<file path="src/rtl/uart_rx_fifo_pkg.sv">
// Shared UART constants: byte width and receive FIFO geometry defaults.
// Latency: n/a (constants only).
// Backpressure: n/a.
// Optional feature macro UART_RX_FIFO_TIMEOUT_EN is left undefined by default.
package uart_rx_fifo_pkg;

    localparam int UART_DATA_W              = 8;
    localparam int UART_RX_FIFO_DEPTH       = 16;
    localparam int UART_RX_FIFO_PTR_W       = 4;
    localparam int UART_RX_FIFO_TIMEOUT_CYC = 4096;

endpackage : uart_rx_fifo_pkg

</file>
<file path="src/rtl/uart_fifo_ram.sv">
// Byte storage array for the UART receive FIFO; no control logic.
// Latency: write lands at the clock edge, read is combinational from address.
// Backpressure: none; the caller decides when a write is legal.
// Ports: i_clk, i_we/i_waddr/i_wdata (synchronous write), i_raddr/o_rdata (async read).
module uart_fifo_ram
    import uart_rx_fifo_pkg::*;
#(
    parameter int DEPTH  = UART_RX_FIFO_DEPTH,
    parameter int PTR_W  = UART_RX_FIFO_PTR_W,
    parameter int DATA_W = UART_DATA_W
) (
    input  logic              i_clk,
    input  logic              i_we,
    input  logic [PTR_W-1:0]  i_waddr,
    input  logic [DATA_W-1:0] i_wdata,
    input  logic [PTR_W-1:0]  i_raddr,
    output logic [DATA_W-1:0] o_rdata
);

    // Contents are intentionally not reset; occupancy tracking lives in the parent.
    logic [DATA_W-1:0] r_mem [DEPTH];

    always_ff @(posedge i_clk) begin
        if (i_we) begin
            r_mem[i_waddr] <= i_wdata;
        end
    end

    assign o_rdata = r_mem[i_raddr];

endmodule : uart_fifo_ram

</file>
<file path="src/rtl/uart_rx_fifo.sv">
// Receive byte FIFO between UART receiver and bus controller, first-word-fall-through.
// Latency: byte pushed at edge N is on o_rd_data (o_empty=0) right after edge N.
// Backpressure: none upstream; a byte arriving while full with no pop is dropped and flags overrun.
// Ports: i_clk, i_reset (sync, active-low), i_rx_end/i_rx_data (push), i_pop/o_rd_data (FWFT pop),
//        o_empty/o_full/o_count (occupancy), i_level_thr/o_irq_level, o_overrun/i_ovr_clr, i_flush,
//        o_irq_timeout (only when UART_RX_FIFO_TIMEOUT_EN is defined).
module uart_rx_fifo
    import uart_rx_fifo_pkg::*;
#(
    parameter int DEPTH  = UART_RX_FIFO_DEPTH,
    parameter int PTR_W  = UART_RX_FIFO_PTR_W,
    parameter int DATA_W = UART_DATA_W
`ifdef UART_RX_FIFO_TIMEOUT_EN
    ,
    parameter int TIMEOUT_CYC = UART_RX_FIFO_TIMEOUT_CYC
`endif
) (
    input  logic              i_clk,
    input  logic              i_reset,
    input  logic              i_rx_end,
    input  logic [DATA_W-1:0] i_rx_data,
    input  logic              i_pop,
    output logic [DATA_W-1:0] o_rd_data,
    output logic              o_empty,
    output logic              o_full,
    output logic [PTR_W:0]    o_count,
    input  logic [PTR_W:0]    i_level_thr,
    output logic              o_irq_level,
    output logic              o_overrun,
    input  logic              i_ovr_clr,
    input  logic              i_flush
`ifdef UART_RX_FIFO_TIMEOUT_EN
    ,
    output logic              o_irq_timeout
`endif
);

    localparam logic [PTR_W:0]   LP_FULL    = (PTR_W+1)'(DEPTH);
    localparam logic [PTR_W:0]   LP_CNT_ONE = (PTR_W+1)'(1);
    localparam logic [PTR_W-1:0] LP_PTR_ONE = PTR_W'(1);

    logic [PTR_W-1:0]  r_wr_ptr;
    logic [PTR_W-1:0]  r_rd_ptr;
    logic [PTR_W:0]    r_count;
    logic              r_overrun;

    logic              w_empty;
    logic              w_full;
    logic              w_do_pop;
    logic              w_do_push;
    logic              w_ovr_set;
    logic              w_ram_we;
    logic [DATA_W-1:0] w_ram_rdata;

    assign w_empty   = (r_count == '0);
    assign w_full    = (r_count == LP_FULL);
    assign w_do_pop  = i_pop && !w_empty;
    // A pop in the same cycle frees the slot, so a full FIFO still accepts the byte.
    assign w_do_push = i_rx_end && (!w_full || w_do_pop);
    // Bytes discarded by a flush are not counted as overrun.
    assign w_ovr_set = i_rx_end && w_full && !i_pop && !i_flush;
    assign w_ram_we  = w_do_push && !i_flush;

    uart_fifo_ram #(
        .DEPTH  (DEPTH),
        .PTR_W  (PTR_W),
        .DATA_W (DATA_W)
    ) u_ram (
        .i_clk   (i_clk),
        .i_we    (w_ram_we),
        .i_waddr (r_wr_ptr),
        .i_wdata (i_rx_data),
        .i_raddr (r_rd_ptr),
        .o_rdata (w_ram_rdata)
    );

    // Pointers are PTR_W wide with DEPTH a power of two, so increment wraps DEPTH-1 -> 0.
    always_ff @(posedge i_clk) begin
        if (!i_reset || i_flush) begin
            r_wr_ptr <= '0;
            r_rd_ptr <= '0;
            r_count  <= '0;
        end else begin
            if (w_do_push) begin
                r_wr_ptr <= r_wr_ptr + LP_PTR_ONE;
            end
            if (w_do_pop) begin
                r_rd_ptr <= r_rd_ptr + LP_PTR_ONE;
            end
            case ({w_do_push, w_do_pop})
                2'b10:   r_count <= r_count + LP_CNT_ONE;
                2'b01:   r_count <= r_count - LP_CNT_ONE;
                default: r_count <= r_count;
            endcase
        end
    end

    // Set has priority over clear so a drop in the clearing cycle is not lost.
    always_ff @(posedge i_clk) begin
        if (!i_reset) begin
            r_overrun <= 1'b0;
        end else if (w_ovr_set) begin
            r_overrun <= 1'b1;
        end else if (i_ovr_clr) begin
            r_overrun <= 1'b0;
        end
    end

    assign o_rd_data   = w_empty ? '0 : w_ram_rdata;
    assign o_empty     = w_empty;
    assign o_full      = w_full;
    assign o_count     = r_count;
    assign o_irq_level = (i_level_thr != '0) && (r_count >= i_level_thr);
    assign o_overrun   = r_overrun;

`ifdef UART_RX_FIFO_TIMEOUT_EN
    localparam int             TO_W      = (TIMEOUT_CYC > 2) ? $clog2(TIMEOUT_CYC) : 1;
    localparam logic [TO_W-1:0] LP_TO_MAX = TO_W'(TIMEOUT_CYC - 1);

    logic [TO_W-1:0] r_idle;
    logic            w_activity;

    assign w_activity = w_do_push || w_do_pop || i_flush;

    // Idle counter saturates at the threshold so the interrupt stays up until activity.
    always_ff @(posedge i_clk) begin
        if (!i_reset || w_activity || w_empty) begin
            r_idle <= '0;
        end else if (r_idle != LP_TO_MAX) begin
            r_idle <= r_idle + 1'b1;
        end
    end

    assign o_irq_timeout = !w_empty && (r_idle == LP_TO_MAX);
`endif

endmodule : uart_rx_fifo

</file>
<file path="config.mk">
export PLATFORM = sky130hd
export DESIGN_NAME = uart_rx_fifo
export DESIGN_NICKNAME = d
export VERILOG_FILES = /design/src/rtl/uart_rx_fifo_pkg.sv /design/src/rtl/uart_fifo_ram.sv /design/src/rtl/uart_rx_fifo.sv
export SDC_FILE = /design/constraint.sdc
export NUM_CORES = 1
export LEC_CHECK = 0
export CAP_MARGIN = 20
export CELL_PAD_IN_SITES_DETAIL_PLACEMENT = 0
export CELL_PAD_IN_SITES_GLOBAL_PLACEMENT = 1
export CORE_ASPECT_RATIO = 0.6
export CORE_UTILIZATION = 48
export CTS_BUF_LIST = sky130_fd_sc_hd__clkbuf_4 sky130_fd_sc_hd__clkbuf_8
export DETAILED_ROUTE_END_ITERATION = 10
export PLACE_DENSITY = 0.76
export SLEW_MARGIN = 20
export SYNTH_ARGS = -nofsm -noshare
export SYNTH_HDL_FRONTEND = slang
export SYNTH_SLANG_ARGS = --single-unit
</file>
<file path="constraint.sdc">
create_clock -name i_clk -period 2.2 [get_ports i_clk]
set_input_delay 0.44 -clock i_clk [delete_from_list [all_inputs] [get_ports i_clk]]
set_output_delay 0.44 -clock i_clk [all_outputs]
set_load 0.05 [all_outputs]
</file>
After elaboration in Yosys (flattened, before gate mapping) --
Memory sizes are Yosys's and may differ from the RTL's. A register that Yosys moved wholly into a read port is not among the register bits. Cells that the tools add are included.
Cells by class: add/subtract/negate cells 4, $lt $le $gt $ge 1, equal/unequal tests 3, multiplexer cells 8, reduce and logical (&&, ||, !) cells 18
Operators by type and width (number):
- $pmux 5 s2 | 1
- $add 4x1->4 const B | 2
- $mux 4 | 2
- $mux 8 | 1
- $logic_and 1x1->1 | 7
- $add 5x1->5 const B | 1
- $eq 5x5->1 const B | 1
- $ge 5x5->1 | 1
- $logic_not 1->1 | 5
- $logic_not 5->1 | 1
- $reduce_bool 5->1 | 1
- $sub 5x1->5 const B | 1
- $mux 1 | 4
- $reduce_bool 2->1 | 2
- $eq 2x1->1 const B | 1
- $eq 2x2->1 const B | 1
- $logic_or 1x1->1 | 2
Storage, ports and cells: bits in registers 14, bits in writable memories 128, bits of input ports 19, output and inout bits 17, word-level logic and storage cells 39, memories 1
Memories:
- u_ram.r_mem | depth 16, bits a word 8, read ports 1, clocked after memory_dff 1, write ports 1, line uart_fifo_ram.sv:21 | logic [DATA_W-1:0] r_mem [DEPTH];

Depth between registers and ports, before layout --
Gate-level depths: netlist of the first run.
depth after elaboration 8, gate-level depth with buffers 9, gate-level depth less buffers 8

Cells and area by module --
A second synthesis of the first run with hierarchy kept.
Unflattened totals: cell total of the unflattened synthesis 341, area total of the unflattened synthesis 6025.8 sq um
Modules (own cells, without submodules):
- uart_fifo_ram | times used 1, cells each 221, area each 4987.3 sq um, seq. area each 3843.7 sq um
- uart_rx_fifo | times used 1, cells each 120, area each 1038.5 sq um, seq. area each 280.3 sq um

Worst setup path before layout of the first run --
Ideal clock, no wire load.
path kind register -> output, from register r_count[2] (netlist: o_count[2]), to output o_rd_data[0], data arrival time 2.555 ns, required time 1.760 ns, path slack -0.795 ns, stages on the path, launching flop included 5, path buffers 1, cell sequence dfxtp_1 or4_4 buf_6 nor2_2 a211oi_1
On the way: word-level cells in the longest chain between the ends 2
RTL lines:
- start: declaration | line uart_rx_fifo.sv:44 | logic [PTR_W:0] r_count;
- start signal: assignment | line uart_rx_fifo.sv:91 | 2'b10: r_count <= r_count + LP_CNT_ONE;
- start signal: assignment | line uart_rx_fifo.sv:92 | 2'b01: r_count <= r_count - LP_CNT_ONE;
- start signal: assignment | line uart_rx_fifo.sv:93 | default: r_count <= r_count;
- $logic_not 5->1 | line uart_rx_fifo.sv:55 | assign w_empty = (r_count == '0);
- named net o_empty | line uart_rx_fifo.sv:24 | output logic o_empty,
- $mux 8 | line uart_rx_fifo.sv:109 | assign o_rd_data = w_empty ? '0 : w_ram_rdata;
- end: declaration | line uart_rx_fifo.sv:23 | output logic [DATA_W-1:0] o_rd_data,
The timed path passes the listed nets, and every way through them passes these cells.

==> results of run 1 <==
-- cells in the final DEF, fill, tap and decap left out, drive strengths merged, types with 11 or more instances in the layout --
cell type and count:
edfxtp 128, buf 76, nor2 33, mux4 32, clkdlybuf4s50 18, clkbuf 18
dfxtp 18, a211oi 17, inv 15, ha 12, mux2i 11, nor2b 11
-- per-layer routing --
| metal | part of all wire [%] | track usage, % | routed length, um |
|---|---|---|---|
| met1 | 46 | 30.3 | 6040 |
| met2 | 47 | 33.4 | 6110 |
| met3 | 6.2 | 5.10 | 810 |
| met4 | 0.75 | 6.09 | 98 |
| met5 | 0 | 0 | 0 |
-- through the flow --
| stage | hold slack (ps) | TNS, ps | instance area [um^2] | power (mW) | setup slack [ps] |
|---|---|---|---|---|---|
| 6_report | 565 | -3960 | 7940 | 5.95 | -419 |
| 5_1_grt | 585 | -5550 | 7940 | 6.13 | -491 |
| 4_1_cts | 546 | -5140 | 7900 | 5.99 | -440 |
| 3_5_place_dp | 518 | -5370 | 7160 | 3.69 | -276 |
| 3_3_place_gp | 510 | -3230 | 7160 | 3.68 | -222 |
| 2_1_floorplan | 485 | -2210 | 6230 | 3.44 | -229 |
-- synth_stat cells (5+ instances only) --
cell type	n	area, um^2
edfxtp_1	128	3840
xor2_1	5	43.8
nor2b_1	11	68.8
nor2_1	32	120
a21oi_1	6	30.0
mux4_2	32	721
mux2i_1	11	110
nand2_1	6	22.5
inv_1	10	37.5
ha_1	12	150
a211oi_1	17	128
dfxtp_1	18	360
buf_2	8	40.0
-- final cells by class --
| class | count | area, um^2 | area share, % |
|---|---|---|---|
| Inverter | 11 | 46.3 | 0.583 |
| Sequential cell | 146 | 4220 | 53.1 |
| Tap cell | 165 | 206 | 2.60 |
| Clock inverter | 14 | 176 | 2.22 |
| Multi-Input combinational cell | 177 | 2060 | 25.9 |
| Timing Repair Buffer | 99 | 995 | 12.5 |
| Clock buffer | 18 | 241 | 3.04 |
-- worst register-to-register path, cell delays in order (launching register included) --
cell      delay (ps)
dfxtp_4          350
or4_4            550
buf_6            140
o21ai_4          200
inv_2             80
ha_4             280
a31oi_1          100
or4_1            460
o311ai_2          90
a21oi_1           90
-- worst max-delay path by stage --
stage / startpoint / to / slack [ps]
after floorplan: o_count[1] / o_rd_data[0] / -230
after global placement: i_rx_end / o_count[4] / -220
after detailed placement: i_pop / o_count[4] / -280
after CTS: register / o_rd_data[2] / -440
after global routing: register / o_rd_data[6] / -490
final: register / o_rd_data[7] / -420
-- registers in the layout, indices dropped and copies added, names as in the netlist, named ones only --
| register | flops |
|---|---|
| o_count | 5 |
| r_rd_ptr | 4 |
| u_ram.r_mem | 128 |
| r_wr_ptr | 4 |
| o_overrun | 1 |
-- cell families after synthesis --
kind of cell / Yosys count / synth area share [%]
adders and majority gates: 12 / 2.46
and+or+nand+nor: 71 / 6.05
buffers and inverters: 28 / 2.20
DFF: 146 / 69.0
xor gates and xnor gates: 7 / 1.01
AOI/OAI and AO/OA: 42 / 5.32
muxes: 45 / 14.0
-- power groups by stage --
stage          Sequential, mW  Combinational (mW)  Clock, mW
6_report                 3.03               0.712       2.20
2_1_floorplan            3.12               0.320          0
3_5_place_dp             3.10               0.592          0
3_3_place_gp             3.10               0.581          0
5_1_grt                  3.04               0.755       2.34
4_1_cts                  3.03               0.719       2.23
-- what timing repair did --
item / in CTS / in global routing
setup buffers: 10 / 4
endpoints found under the setup margin: 18 / 118
cloned: 2 / 0
resized for setup: 48 / 26
pin swaps: 25 / 12
==> flow_summary.json, run 1 <==
{
  "fin_crit_sh_pct": 119,
  "layout-drive-gt1-share_pct": 41.9,
  "crit_cells": 7,
  "synth-seq-area-share_pct": 69.0,
  "die_h_um": 89.3,
  "final.setup.worst_slack_ps": -419,
  "p_clk_share_pct": 37.0,
  "cp_top_family": "multiplexers",
  "worstSetupPathType": "register to output pin",
  "rr_endpoint": "o_count[4]",
  "skew_ps": 9.02,
  "syn-num-nets": 382,
  "fmax_ghz": 0.382,
  "post-route-util_pct": 65.0,
  "start_util_pct": 49.9,
  "cpMaxStageDelayCell": "mux4_2",
  "clkTransAtPathRegs_ps": 70,
  "cts_hold_buf": 0,
  "dp_cells": 588,
  "first_pass_iters": 6,
  "grt_overflow_total": 0,
  "grt_usage_pct": 21.3,
  "vias_per_cell": 5.52,
  "fin_nets": 483,
  "reg2reg_depth": 9,
  "std_cell_rows": 31,
  "initialDrtViolationCount": 242,
  "port_buffers": 35,
  "synthToLayoutAreaGrowth_pct": 30.2,
  "setup_viol": 14,
  "synthCells": 351,
  "synth-seq-cells": 146,
  "design.die.area_mm2": 0.0132,
  "worstHoldPathCells": 2,
  "grt_max_degree": 25,
  "ys_async_sr_fraction_pct": 0,
  "worstHoldEndpoint": "r_rd_ptr[3]",
  "status": "finished with violations",
  "drv_slew": 0,
  "yosysWarnings": 0,
  "root_buffer": "clkbuf_8",
  "io_pins": 36,
  "insertion_delay_ps": 440,
  "ir_drop_mv": 0.405,
  "p_switching_mw": 1.45,
  "seqPwrFrac_pct": 51.0,
  "die_x_um": 147,
  "synth_edf_count": 128,
  "synth.distinct_cells": 47,
  "dp_hpwl_um": 8540,
  "core_area_mm2": 0.0122,
  "tightestPinTransition_ps": 858,
  "crit_required_ps": 1760,
  "arrival_ps": 2180,
  "p_per_area_mw_per_mm2": 749,
  "antenna_left": 0,
  "htreeDepth": 4,
  "startpoint_type": "register",
  "violations": "setup timing",
  "clkSinkCount": 146,
  "grt_pass1_wl_um": 19900,
  "combPwrFrac_pct": 12.0,
  "reg2reg_from": "o_count[1]",
  "cellLeakagePower_nw": 2.71,
  "max_stage_delay_ps": 490,
  "vias": 3476,
  "cts_buffers": 17,
  "postSynthAreaPerCell_um2": 17.4,
  "min_period_ps": 2620,
  "switching_share_pct": 24.4,
  "relSlewSlack_pct": 42.6,
  "synthFlopType": "edfxtp_1",
  "hold_path.class": "register to register",
  "intPower_mw": 4.50,
  "antenna_found_initial": 0,
  "fillCellCount": 856,
  "rrSetupSlack_ps": -260,
  "drcViolationCount": 0,
  "crit_path_frequent_cell": "buf_6",
  "drt_wl_total_um": 13100,
  "routabilityCongestion": 0.822,
  "cts_tree": "done",
  "worstPathMaxFanout": 6,
  "holdCritStartpoint": "r_rd_ptr[3]",
  "cap_violations": 0,
  "finalNonFillerCells": 630,
  "first_global_vias": 3577,
  "end_kind": "output pin",
  "rsz0062_at_grt": "yes",
  "path_buf_inv": 3,
  "path_cells": "buf_6 > mux4_2 > nor2b_1 > a211oi_1 > buf_4 > a211oi_4 > buf_6",
  "finalHoldViolations": 0,
  "wl_per_cell_um": 20.7,
  "num_antenna_cells": 0,
  "clockBufferDepth": 2,
  "synth_area_mm2": 0.00610
}
(Power assumes the default switching activity.)
==> run 2: changes to the inputs <==
ABC_CLOCK_PERIOD_IN_PS = 2200   (was not set)
PLACE_DENSITY = not set   (was 0.76)
PLACE_DENSITY_LB_ADDON = 0.1   (was not set)
==> run 2 against run 1 <==
Effect of this change: the run still ends with setup timing left; setup slack got worse by 83 ps; clock skew rose by 3.4 ps; count of clock-buffer cells in the layout fell by 1; sequential cell count did not move; sequential power is essentially flat; die area unchanged; clock power about the same; critical path depth is 1 higher; non-clock buffer count up 14; critical endpoint is now o_rd_data[6].
==> flow_summary.json, run 2 (synthesized netlist as in run 1, its figures left out) <==
{
  "wl_per_cell_um": 20.6,
  "setup_viol": 14,
  "die_h_um": 89.3,
  "relSlewSlack_pct": 45.0,
  "synthToLayoutAreaGrowth_pct": 31.5,
  "fillCellCount": 815,
  "holdWs_ps": 559,
  "htreeDepth": 4,
  "rsz0062_at_grt": "yes",
  "fin_setup_tns_ps": -4580,
  "io_pins": 36,
  "worstSetupPathType": "register to output pin",
  "crit_required_ps": 1760,
  "drt_wl_total_um": 13300,
  "final.setup.worst_slack_ps": -501,
  "clockBufferDepth": 2,
  "cts_tree": "done",
  "dp_cells": 598,
  "arrival_ps": 2260,
  "num_antenna_cells": 0,
  "antenna_left": 0,
  "first_pass_iters": 5,
  "antenna_found_initial": 0,
  "clkSinkCount": 146,
  "clkTransAtPathRegs_ps": 90,
  "std_cell_rows": 31,
  "drcViolationCount": 0,
  "startpoint_type": "register",
  "rrSetupSlack_ps": -260,
  "finalHoldViolations": 0,
  "fmax_ghz": 0.370,
  "die_x_um": 147,
  "grt_usage_pct": 22.4,
  "cts_buffers": 17,
  "finalNonFillerCells": 644,
  "port_buffers": 35,
  "hold_path.class": "register to register",
  "final_cell_mix": "128 x edfxtp_1, 61 x buf_4, 32 x mux4_2, 29 x nor2_1, 18 x clkdlybuf4s50_1",
  "layout-drive-gt1-share_pct": 42.0,
  "reg2reg_depth": 9,
  "design.die.area_mm2": 0.0132,
  "final_common_cell": "edfxtp_1",
  "start_util_pct": 49.9,
  "min_period_ps": 2700,
  "end_kind": "output pin",
  "grt_pass1_wl_um": 20700,
  "cap_violations": 0,
  "dp_hpwl_um": 8770,
  "fin_nets": 497,
  "root_buffer": "clkbuf_8",
  "violations": "setup timing",
  "ir_drop_mv": 0.546,
  "grt_max_degree": 29,
  "first_global_vias": 3514,
  "top_register": "u_ram.r_mem",
  "core_area_mm2": 0.0122,
  "grt_overflow_total": 0,
  "fin_crit_sh_pct": 123,
  "worstPathMaxFanout": 5,
  "worstHoldPathCells": 2,
  "vias": 3534,
  "skew_ps": 12.4,
  "dpl_cell_area_mm2": 0.00722,
  "status": "finished with violations",
  "drv_slew": 0,
  "vias_per_cell": 5.49,
  "routabilityCongestion": 0.843,
  "initialDrtViolationCount": 249,
  "cts_hold_buf": 0,
  "cellLeakagePower_nw": 2.77,
  "p_per_area_mw_per_mm2": 736,
  "final_cell_area_mm2": 0.00802,
  "post-route-util_pct": 65.6,
  "tightestPinTransition_ps": 822,
  "largest_reg_flops": 128,
  "insertion_delay_ps": 450
}
run 2: cell count changes in the layout (fill, tap and decap cells not counted), moves of 2 or more:
| cell | change |
|---|---|
| a211oi_2 | -2 |
| buf_16 | +2 |
| buf_4 | +13 |
| inv_8 | +3 |
| mux2i_1 | +3 |
| mux2i_2 | -3 |
| nor2b_4 | -2 |
run 2: final cells by class:
cell class | instances | area [um^2] | share of cell area, %
well taps | 165 | 206 | 2.58
clock inverters | 15 | 173 | 2.15
flip-flops and latches | 146 | 4220 | 52.6
clock buffers | 17 | 234 | 2.92
inverters | 11 | 46.3 | 0.577
multi-input cells | 177 | 2010 | 25.1
repair buffers | 113 | 1130 | 14.1
run 2: per-stage QoR:
step / power [mW] / setup slack, ps
final: 5.90 / -501
after global placement: 3.69 / -251
after CTS: 5.91 / -523
after floorplan: 3.44 / -229
after detailed placement: 3.69 / -316
after global routing: 6.10 / -600
run 2: worst paths after layout:
check                 endpoint        start
setup reg to reg    o_count[4]   o_count[3]
hold reg to reg       register  r_rd_ptr[1]
hold / removal        register  r_rd_ptr[1]
setup / recovery  o_rd_data[6]     register
run 2: metal layers:
layer  up-vias  global-route usage (%)  share of wire [%]
li1       1615                       -                  -
met1      1809                    34.8                 51
met2       102                    30.5                 42
met3         8                    5.46                5.6
met4         0                    7.59               0.68
met5         -                       0                  0
run 2: timing repair:
action                     CTS  global route
resized for setup           39            24
cloned                       3             0
setup endpoints to repair   15           110
pin swaps                   15            15
buffers inserted             6             7
hold endpoints to repair     0             0
run 2: report_power, final:
part / switching [mW] / leakage, nW / internal, mW / total (mW)
registers: 0.0103 / 1.30 / 3.02 / 3.03
clock network: 1.12 / 0.197 / 1.04 / 2.17
logic: 0.376 / 1.27 / 0.327 / 0.703
total: 1.51 / 2.77 / 4.39 / 5.90
run 2: worst max-delay path: stages (launching register included):
cell      delay, ps
dfxtp_4         380
buf_12          120
buf_16          120
mux4_2          480
nor2b_1         140
a211oi_1        210
buf_4           160
a211oi_4         40
buf_6           160
==> run 3: changes to the inputs <==
GPL_TIMING_DRIVEN = 0   (was not set)
==> run 3 against run 2 <==
Effect of this change: critical path depth decreased by 1; routed wire length fell by 0.29%; the flow still finishes with violations (setup timing); sequential cell count is the same; critical path type unchanged; setup slack gained 120 ps; sequential share of layout area rose by 0.59 points; via count is 2.9% lower; cell area decreased by 0.98%; first-iteration DRC count fell by 26%.
==> flow_summary.json, run 3 (synthesized netlist as in run 1, its figures left out) <==
{
  "status": "finished with violations",
  "violations": "setup timing",
  "cap_violations": 0,
  "std_cell_rows": 31,
  "path_cells": "buf_8 > buf_6 > mux4_2 > nor2b_4 > a211oi_4 > a211oi_4 > buf_6",
  "clockBufferDepth": 2,
  "reg2reg_depth": 9,
  "fin_setup_tns_ps": -4020,
  "rsz0062_at_grt": "yes",
  "rrSetupSlack_ps": -300,
  "cellLeakagePower_nw": 2.60,
  "grt_pass1_wl_um": 19800,
  "skew_ps": 14.2,
  "final_cell_mix": "128 x edfxtp_1, 32 x mux4_2, 20 x clkdlybuf4s50_1, 18 x buf_6",
  "intPower_mw": 4.10,
  "end_kind": "output pin",
  "start_util_pct": 49.9,
  "htreeDepth": 4,
  "cts_buffers": 17,
  "finalPower_mw": 5.51,
  "p_per_area_mw_per_mm2": 694,
  "worstHoldPathCells": 2,
  "tightestPinTransition_ps": 576,
  "max_stage_delay_ps": 500,
  "largest_reg_flops": 128,
  "port_buffers": 35,
  "dp_slack_ps": -1070,
  "design.die.area_mm2": 0.0132,
  "die_x_um": 147,
  "core_area_mm2": 0.0122,
  "hold_path.class": "register to register",
  "first_pass_iters": 4,
  "wl_per_cell_um": 21.9,
  "setup_viol": 14,
  "relSlewSlack_pct": 61.5,
  "min_period_ps": 2580,
  "antenna_left": 0,
  "final_cell_area_mm2": 0.00794,
  "drv_slew": 0,
  "drcViolationCount": 0,
  "seqPwrFrac_pct": 55.2,
  "cts_hold_buf": 0,
  "startpoint_type": "register",
  "root_buffer": "clkbuf_8",
  "arrival_ps": 2140,
  "ir_drop_mv": 0.427,
  "layout-drive-gt1-share_pct": 43.3,
  "holdCritStartpoint": "r_rd_ptr[3]",
  "fillCellCount": 854,
  "combPwrFrac_pct": 12.7,
  "clkSinkCount": 146,
  "dp_hpwl_um": 8760,
  "antenna_found_initial": 0,
  "path_buf_inv": 3,
  "cts_tree": "done",
  "first_global_vias": 3315,
  "num_antenna_cells": 0,
  "io_pins": 36,
  "initialDrtViolationCount": 185,
  "fin_nets": 460,
  "cp_top_family": "multiplexers",
  "grt_overflow_total": 0,
  "reg2reg_from": "o_count[0]",
  "clkTransAtPathRegs_ps": 80,
  "finalHoldViolations": 0,
  "die_h_um": 89.3,
  "worstPathMaxFanout": 5,
  "grt_max_degree": 17,
  "fin_crit_sh_pct": 117,
  "synthToLayoutAreaGrowth_pct": 30.2,
  "switching_share_pct": 25.5,
  "dpl_cell_area_mm2": 0.00678,
  "crit_required_ps": 1760,
  "final.setup.worst_slack_ps": -384,
  "rr_endpoint": "o_count[4]",
  "vias_per_cell": 5.66,
  "vias": 3432,
  "drt_wl_total_um": 13300,
  "grt_usage_pct": 21.7,
  "worstSetupPathType": "register to output pin",
  "fmax_ghz": 0.387,
  "routabilityCongestion": 0.739,
  "final_common_cell": "edfxtp_1",
  "top_register": "u_ram.r_mem",
  "insertion_delay_ps": 430,
  "p_switching_mw": 1.40,
  "p_clk_share_pct": 32.2,
  "cpMaxStageDelayCell": "mux4_2"
}
==> run 3: worst reg2reg max path, cell delays in order, from the launching register on <==
cell      delay (ps)
dfxtp_4          370
or4_4            570
buf_6            140
o21ai_4          210
inv_2             80
ha_4             290
a31oi_4           90
or4_4            420
o311ai_2          90
a21oi_1          100
==> run 3: layout make-up <==
| type | instances | area [um^2] | area share (%) |
|---|---|---|---|
| sequential | 146 | 4220 | 53.2 |
| multi-input combinational | 177 | 2280 | 28.8 |
| buffer | 15 | 183 | 2.30 |
| clock buffer | 17 | 234 | 2.95 |
| tap | 165 | 206 | 2.60 |
| inverter | 11 | 41.3 | 0.520 |
| clock inverter | 14 | 93.8 | 1.18 |
| timing repair buffer | 61 | 674 | 8.50 |
==> run 3: layer usage <==
| metal | up-vias | global-route usage [%] | part of all wire [%] |
|---|---|---|---|
| met5 | - | 0 | 0 |
| met4 | 0 | 7.22 | 0.57 |
| met3 | 5 | 4.29 | 6.6 |
| met2 | 106 | 30.2 | 43 |
| met1 | 1781 | 34.0 | 50 |
| li1 | 1540 | - | - |
==> run 3: what timing repair did <==
item / CTS / global route
pin swaps: 22 / 13
setup endpoints to repair: 123 / 143
buffers inserted: 16 / 9
gates resized for setup: 189 / 26
gates cloned: 1 / 0
==> run 3: how the worst max path moves through the flow <==
stage	start	to	slack, ps	cells after the start
finish	register	o_rd_data[1]	-380	7
global route	register	o_rd_data[3]	-470	7
CTS	register	o_rd_data[2]	-420	7
detailed placement	register	o_rd_data[5]	-1070	5
global placement	register	o_rd_data[6]	-1010	5
floorplan	o_count[1]	o_rd_data[0]	-230	5
==> run 3: per-stage QoR <==
stage,util [%],instances,hold slack [ps]
finish,65.0,606,550
CTS,63.1,597,552
global route,65.0,606,579
floorplan,-,351,485
detailed placement,55.5,551,535
global placement,55.5,551,509
==> run 3: power by group through the flow <==
stage	Combinational (mW)	Clock [mW]	Sequential, mW
after global routing	0.739	1.91	3.04
final	0.697	1.77	3.04
after floorplan	0.320	0	3.12
after global placement	0.506	0	3.10
after detailed placement	0.515	0	3.11
after CTS	0.643	1.80	3.04
